<file path="config.mk">
export PLATFORM = sky130hd
export DESIGN_NAME = step_ctrl
export DESIGN_NICKNAME = d
export VERILOG_FILES = /design/src/rtl/step_ctrl_pkg.sv /design/src/rtl/step_ctrl.sv
export SDC_FILE = /design/constraint.sdc
export NUM_CORES = 1
export LEC_CHECK = 0
export BUFFER_PORTS_ARGS = -buffer_cell sky130_fd_sc_hd__buf_2
export CORE_MARGIN = 5
export CORE_UTILIZATION = 35
export CTS_BUF_LIST = sky130_fd_sc_hd__clkbuf_4
export CTS_CLUSTER_DIAMETER = 150
export CTS_CLUSTER_SIZE = 30
export DETAILED_ROUTE_END_ITERATION = 6
export PLACE_DENSITY = 0.74
export SLEW_MARGIN = 20
export SYNTH_ARGS = -nofsm -noshare
export SYNTH_HDL_FRONTEND = slang
export SYNTH_SLANG_ARGS = --single-unit
export TNS_END_PERCENT = 20
</file>
<file path="constraint.sdc">
create_clock -name clk -period 4.6 [get_ports clk]
set_clock_uncertainty 0.1 [all_clocks]
set_input_delay 0.69 -clock clk [delete_from_list [all_inputs] [get_ports clk]]
set_output_delay 0.69 -clock clk [all_outputs]
set_load 0.005 [all_outputs]
</file>
<file path="src/rtl/step_ctrl_pkg.sv">
// Shared types and default widths for the run/step controller.
package step_ctrl_pkg;

  localparam int XLEN_DEF = 32;
  localparam int CNTW_DEF = 8;

  typedef enum logic [1:0] {
    ST_PAUSE  = 2'd0,
    ST_RUN    = 2'd1,
    ST_STEP   = 2'd2,
    ST_BPHALT = 2'd3
  } state_t;

endpackage

</file>
<file path="src/rtl/step_ctrl.sv">
// Run/step controller gating the core clock-enable from debounced button pulses.
//
// state  | meaning
// -------+-----------------------------------------------------------
// PAUSE  | core held, waiting for run or step request
// RUN    | core free-running until run toggle or breakpoint
// STEP   | core enabled for a burst of remain_q retires
// BPHALT | core held after a retire whose next-PC hit the breakpoint
module step_ctrl
  import step_ctrl_pkg::*;
#(
  parameter int XLEN = XLEN_DEF,
  parameter int CNTW = CNTW_DEF
) (
  input  logic            clk,
  input  logic            rst,
  input  logic            run_pulse_i,
  input  logic            step_pulse_i,
  input  logic [CNTW-1:0] step_cnt_i,
  input  logic            bp_en_i,
  input  logic [XLEN-1:0] bp_addr_i,
  input  logic [XLEN-1:0] pc_i,
  input  logic            retire_i,
  output logic            cpu_en_o,
  output logic            halted_o,
  output logic            bp_hit_o,
  output logic [1:0]      state_o,
  output logic [31:0]     instret_o
);

  state_t          state_q, state_d;
  logic [CNTW-1:0] remain_q, remain_d;
  logic [31:0]     instret_q, instret_d;

  logic            cpu_en;
  logic            retire_acc;
  logic            bp_match;
  logic [CNTW-1:0] load_cnt;

  // Retires only count while the core is actually enabled.
  assign cpu_en     = (state_q == ST_RUN) || (state_q == ST_STEP);
  assign retire_acc = retire_i & cpu_en;
  assign bp_match   = bp_en_i & retire_acc & (pc_i == bp_addr_i);
  assign load_cnt   = (step_cnt_i == '0) ? CNTW'(1) : step_cnt_i;

  // Next-state, burst counter and retire counter; run toggle has top priority.
  always_comb begin
    state_d   = state_q;
    remain_d  = remain_q;
    instret_d = instret_q + 32'(retire_acc);
    case (state_q)
      ST_PAUSE, ST_BPHALT: begin
        if (run_pulse_i) begin
          state_d = ST_RUN;
        end else if (step_pulse_i) begin
          state_d  = ST_STEP;
          remain_d = load_cnt;
        end
      end
      ST_RUN: begin
        if (run_pulse_i)   state_d = ST_PAUSE;
        else if (bp_match) state_d = ST_BPHALT;
      end
      ST_STEP: begin
        if (run_pulse_i) begin
          state_d = ST_PAUSE;
        end else if (bp_match) begin
          state_d = ST_BPHALT;
        end else if (retire_acc) begin
          if (remain_q == CNTW'(1)) state_d = ST_PAUSE;
          remain_d = remain_q - CNTW'(1);
        end
      end
      default: state_d = ST_PAUSE;
    endcase
  end

  // State, burst and retire registers; reset returns to PAUSE immediately.
  always_ff @(posedge clk or posedge rst) begin
    if (rst) begin
      state_q   <= ST_PAUSE;
      remain_q  <= '0;
      instret_q <= '0;
    end else begin
      state_q   <= state_d;
      remain_q  <= remain_d;
      instret_q <= instret_d;
    end
  end

  assign cpu_en_o  = cpu_en;
  assign halted_o  = (state_q == ST_PAUSE) || (state_q == ST_BPHALT);
  assign bp_hit_o  = (state_q == ST_BPHALT);
  assign state_o   = state_q;
  assign instret_o = instret_q;

endmodule

</file>
; ---- After elaboration in Yosys (flattened, before gate mapping)
; Cells that the tools add are included.
[word_totals]
word_cells = 46
reg_bits = 42
out_inout_bits = 37
[classes]
mux = 16
reduce_logical = 8
n_addsub = 2
n_bitwise = 3
eq_ne = 14
[op_table]
columns = op, count
row1 = $mux 8, 6
row2 = $add 32x1->32, 1
row3 = $eq 32x32->1, 1
row4 = $mux 2, 8
row5 = $pmux 8 s2, 1
row6 = $ne 2x2->1 const B, 5
row7 = $eq 8x1->1 const B, 1
row8 = $logic_not 8->1, 1
row9 = $sub 8x1->8 const B, 1
row10 = $ne 3x3->1 const B, 2
row11 = $pmux 2 s3, 1
row12 = $reduce_and 6->1, 1
row13 = $eq 2x2->1 const B, 2
row14 = $ne 4x3->1 const B, 1
row15 = $ne 4x4->1 const B, 1
row16 = $reduce_and 4->1, 1
row17 = $and 1x1->1, 3
row18 = $eq 2x1->1 const B, 1
row19 = $logic_not 2->1, 1
row20 = $logic_or 1x1->1, 2
row21 = $reduce_bool 2->1, 1
row22 = $reduce_or 2->1, 1

; ---- Logic depth before layout (Yosys ltp)
[logic_depth]
depth_word = 8
ltp_mapped = 10
mapped_depth_nobuf = 10

; ---- Least setup slack after synthesis
; Ideal clock, no wire load.
[synth_timing]
path_kind = register to register
start = register state_q[0] (netlist: state_o[0])
end = register instret_q[26] (netlist: instret_o[26])
slack_ps = 2122
synth_period_minus_slack_ps = 2478
setup_time_ps = 79
n_path_buf = 0
t_required_ps = 4421
stages_incl_launch_ff = 11
arrival_ps = 2299
cell_sequence = dfrtp_1 -> inv_1 -> ha_1 -> nor2b_2 -> ha_1 -> ha_1 -> nand3_1 -> nor2_1 -> nand4_2 -> nor2_1 -> xor2_1
[synth_via]
elab_chain_len = 4
[synth_rtl]
columns = element, line
row1 = "start, declared", step_ctrl.sv:31  ; state_t state_q, state_d;
row2 = "start signal, assigned", step_ctrl.sv:85  ; state_q <= state_d;
row3 = $eq 2x1->1 / $eq 2x2->1 (equally long branches), step_ctrl.sv:41  ; assign cpu_en = (state_q == ST_RUN) || (state_q == ST_STEP);
row4 = $logic_or 1x1->1 (*), step_ctrl.sv:41
row5 = $and 1x1->1 (*), step_ctrl.sv:42  ; assign retire_acc = retire_i & cpu_en;
row6 = $add 32x1->32 (*), step_ctrl.sv:50  ; instret_d = instret_q + 32'(retire_acc);
row7 = net instret_d[26], step_ctrl.sv:33  ; logic [31:0] instret_q, instret_d;
row8 = "end signal, assigned", step_ctrl.sv:87  ; instret_q <= instret_d;
row9 = "end, declared", step_ctrl.sv:33
; Mark *: on every way through the listed nets, which the timed path passes. The rest lies on a longest branch.
; A chain may end at the register's enable or synchronous reset.

; ---- Final worst setup path
; Same ends and word-level chain as after synthesis.

==> results.txt <==
The run gives 3.01 ns as the critical path data arrival time. Setup repair after global routing left no endpoint under its margin. The tools report the number of global-route vias before repair as 2,272. The share of post-route cells with drive strength above 1 was 0.358; the total number of H-tree levels was 2. The global-route wire length before repair was 10.3 mm. The global router's overall resource usage was 0.145; the portion of the clock cycle consumed by the worst path in the final layout was 0.615. Yosys attributes the largest share of cell area to sky130_fd_sc_hd__dfrtp_1, sky130_fd_sc_hd__xnor2_1, sky130_fd_sc_hd__ha_1, sky130_fd_sc_hd__xor2_1, sky130_fd_sc_hd__nand3_1. The area share of the largest cell type after synthesis was 0.423. For the total grt overflow, the log shows 0.

The setup TNS was 0 ns; the area growth from synthesis to final layout was 30.2%. CTS placed an instance of sky130_fd_sc_hd__clkbuf_4 at the clock tree root. The slew at the pin closest to its max-slew limit came out at 0.560 ns. The tools report the number of buffers inserted by post-CTS setup repair as 0.

The worst register-to-register path begins at state_o[0]. The count of cells in the finished layout, fillers not included, comes to 465. The first-pass iteration count of the detailed router was 4; the peak fanout along the critical path was 8. Measured along the x axis, the die boundary spans 94.3 µm. The run gives 6.19 mm as the total wire length after detailed routing. The placeable core region came out at 0.00687 mm².

The die is 94.3 µm tall. The port buffer count came out at 114. Detailed placement finished with a half-perimeter wire length of 5.19 mm.

The share of synthesized registers carrying an async set or reset works out to 1.00. Startpoint type of the worst setup path: a register. Once detail routing completed, the nets flagged for antenna violations numbered 0.

IR analysis of the VDD net gives a maximum drop of 0.167 mV. In this run the most used layer during global routing was met2. Clock tree synthesis inserted a total of 5 buffers. The count of flip-flops with a built-in enable after synthesis is 0.

At the end of routability-driven placement, the weighted congestion stood at 0.832. TritonCTS built the clock tree. Registers take 0.00105 mm².

Buffers inserted to repair hold after CTS numbered 0. After the last flow step, the layout net total stands at 454. In this run the core area contains 30 standard-cell rows.

For this run, the top clock speed supported by timing is 0.354 GHz. The relative slew slack came out at 0.625. The logs give 0 for the number of antenna violations at the first check in global routing and 31 for the maximum number of pins on one net before global-route repair. For this design the top-level I/O count stands at 115.

Clock period minus final worst setup slack: 2.83 ns. Synthesis inferred 42 register bits. The number of gates resized after CTS was 0. The tool flagged a number of max-cap violations equal to 0. After the first detailed-routing iteration, the DRC count stood at 32. Synthesis produced 251 cells.

For the buffer depth of the longest clock path, the log shows 2. Post-detailed-route via-to-cell ratio: 4.79. The logs give 0 for the number of slew-limit violations in the final report and 0 for the Yosys warning count. The initial standard-cell utilization of the core is 0.362. In the final layout, the multi-input gates occupy 0.00137 mm².

The most common cell after layout, fill and taps aside was sky130_fd_sc_hd__buf_2. The run gives 42 as the clock net sink count. For this design the static power due to leakage is 0.00163 µW.

The met3 usage in global routing was 0.0481; the total instance count after detailed placement was 458. The library cells used most frequently in the layout, excluding fill and tap cells, are sky130_fd_sc_hd__buf_2, sky130_fd_sc_hd__xnor2_1, sky130_fd_sc_hd__dfrtp_1. The worst setup path is of the register to register kind. Clock-pin slew reported for the worst setup and hold paths after clock tree synthesis: 0.13 ns. When the netlist entered floorplanning its net count stood at 336. The global routing usage on met2 came out at 0.266.

Once routing completed, OpenROAD measured the worst setup slack at 1.77 ns. Dividing the detail-routed wire length by the instance count gives 13.3 µm. The residual DRC count is 0. The run gives 0.00889 mm² as the area of the die. The number of diodes was 0; the cell area after synthesis was 0.00249 mm².

The logs give 1.74 ns for the worst slack after detailed placement and 659 for the layout filler cell count. The netlist uses 40 different library cells. The average cell area after synthesis works out to 9.91 µm². The min-delay analysis places its worst path in the category primary input to asynchronous set/reset pin.

The worst setup path is captured at a register. The number of hold violations in the final report is 0, and the met1 track demand over resource in global routing is 0.161. The run gives 2,226 as the total via count after detailed routing. The most instantiated flip-flop cell in the synthesis netlist was sky130_fd_sc_hd__dfrtp_1.

Data on the critical path is required at its endpoint by 4.78 ns. The library cell with the largest summed area after synthesis was sky130_fd_sc_hd__dfrtp_1. The sequential-to-total area share from yosys stat is 0.423. For the worst-skew pair, the clock arrives at the later sink with an insertion delay of 0.34 ns.

The flow ran to the end, and the final reports show no timing, DRC or antenna violations. Tracing the worst setup path back leads to its startpoint at state_o[0]. For this design the ratio of total power to cell area is 356 mW/mm².

The tools report the total of endpoints with negative setup slack in the final report as 0.
## report_power, final
part	internal, µW	switching [µW]
logic	204	213
registers	435	75.8
clock network	110	116
## metrics by stage
stage / hold slack [ns] / util / instance area (µm²) / power [µW]
2_1_floorplan: 0.365 / - / 2490 / 783
3_3_place_gp: 0.351 / 0.461 / 3170 / 926
3_5_place_dp: 0.355 / 0.461 / 3170 / 941
4_1_cts: 0.228 / 0.472 / 3240 / 1170
5_1_grt: 0.253 / 0.472 / 3240 / 1260
6_report: 0.228 / 0.472 / 3240 / 1150
## cells by family after synthesis
family / count (synthesis) / synth area share
muxes: 4 / 0.0186
and+or+nand+nor: 94 / 0.211
adders and majority gates: 7 / 0.0352
buffers and inverters: 17 / 0.0267
AOI/OAI and AO/OA: 25 / 0.0679
DFF: 42 / 0.423
xor gates and xnor gates: 62 / 0.218
## cells in the mapped netlist (3+ instances only)
| master | number |
|---|---|
| sky130_fd_sc_hd__xnor2_1 | 52 |
| sky130_fd_sc_hd__dfrtp_1 | 42 |
| sky130_fd_sc_hd__nor2_1 | 22 |
| sky130_fd_sc_hd__nand3_1 | 17 |
| sky130_fd_sc_hd__nand2_1 | 14 |
| sky130_fd_sc_hd__inv_1 | 13 |
| sky130_fd_sc_hd__nand4_1 | 13 |
| sky130_fd_sc_hd__xor2_1 | 10 |
| sky130_fd_sc_hd__a21oi_1 | 9 |
| sky130_fd_sc_hd__ha_1 | 7 |
| sky130_fd_sc_hd__and3_1 | 6 |
| sky130_fd_sc_hd__nor3_1 | 6 |
| sky130_fd_sc_hd__o21ai_0 | 5 |
| sky130_fd_sc_hd__and4_1 | 3 |
## registers in the layout, indices dropped and copies added, names as in the netlist
signal	flops
state_o	2
remain_q	8
instret_o	32
## worst paths after layout
kind                            endpoint  slack (ns)  depth (start not counted)
setup / recovery           instret_o[26]        1.77                         10
hold / removal             instret_o[16]        0.23                          2
setup reg to reg           instret_o[26]        1.77                         10
hold reg to reg            instret_o[31]        0.37                          1
max in group asynchronous    remain_q[6]        3.40                          3
min in group clk           instret_o[31]        0.37                          1
## metal layers
layer | up-vias | part of all wire | wire length [µm]
met5 | - | 0 | 0
met3 | 7 | 0.10 | 630
met2 | 108 | 0.51 | 3130
met4 | 0 | 0.0084 | 52
li1 | 1109 | - | -
met1 | 1002 | 0.38 | 2380
## critical path: stages, from the launching register on
cell and delay (ns):
sky130_fd_sc_hd__dfrtp_1 0.45, sky130_fd_sc_hd__inv_1 0.07, sky130_fd_sc_hd__ha_1 0.37, sky130_fd_sc_hd__nor2b_2 0.23
sky130_fd_sc_hd__ha_1 0.23, sky130_fd_sc_hd__ha_1 0.21, sky130_fd_sc_hd__nand3_1 0.12, sky130_fd_sc_hd__nor2_1 0.46
sky130_fd_sc_hd__nand4_2 0.22, sky130_fd_sc_hd__nor2_1 0.15, sky130_fd_sc_hd__xor2_1 0.16
## cell type report
cell class                 instances  area share
timing repair buffer             115       0.178
clock inverter                     2      0.0104
tap                               96      0.0371
sequential                        42       0.324
inverter                          13      0.0151
multi-input combinational        192       0.423
clock buffer                       5      0.0116
Power figures use the tool's default switching activity.
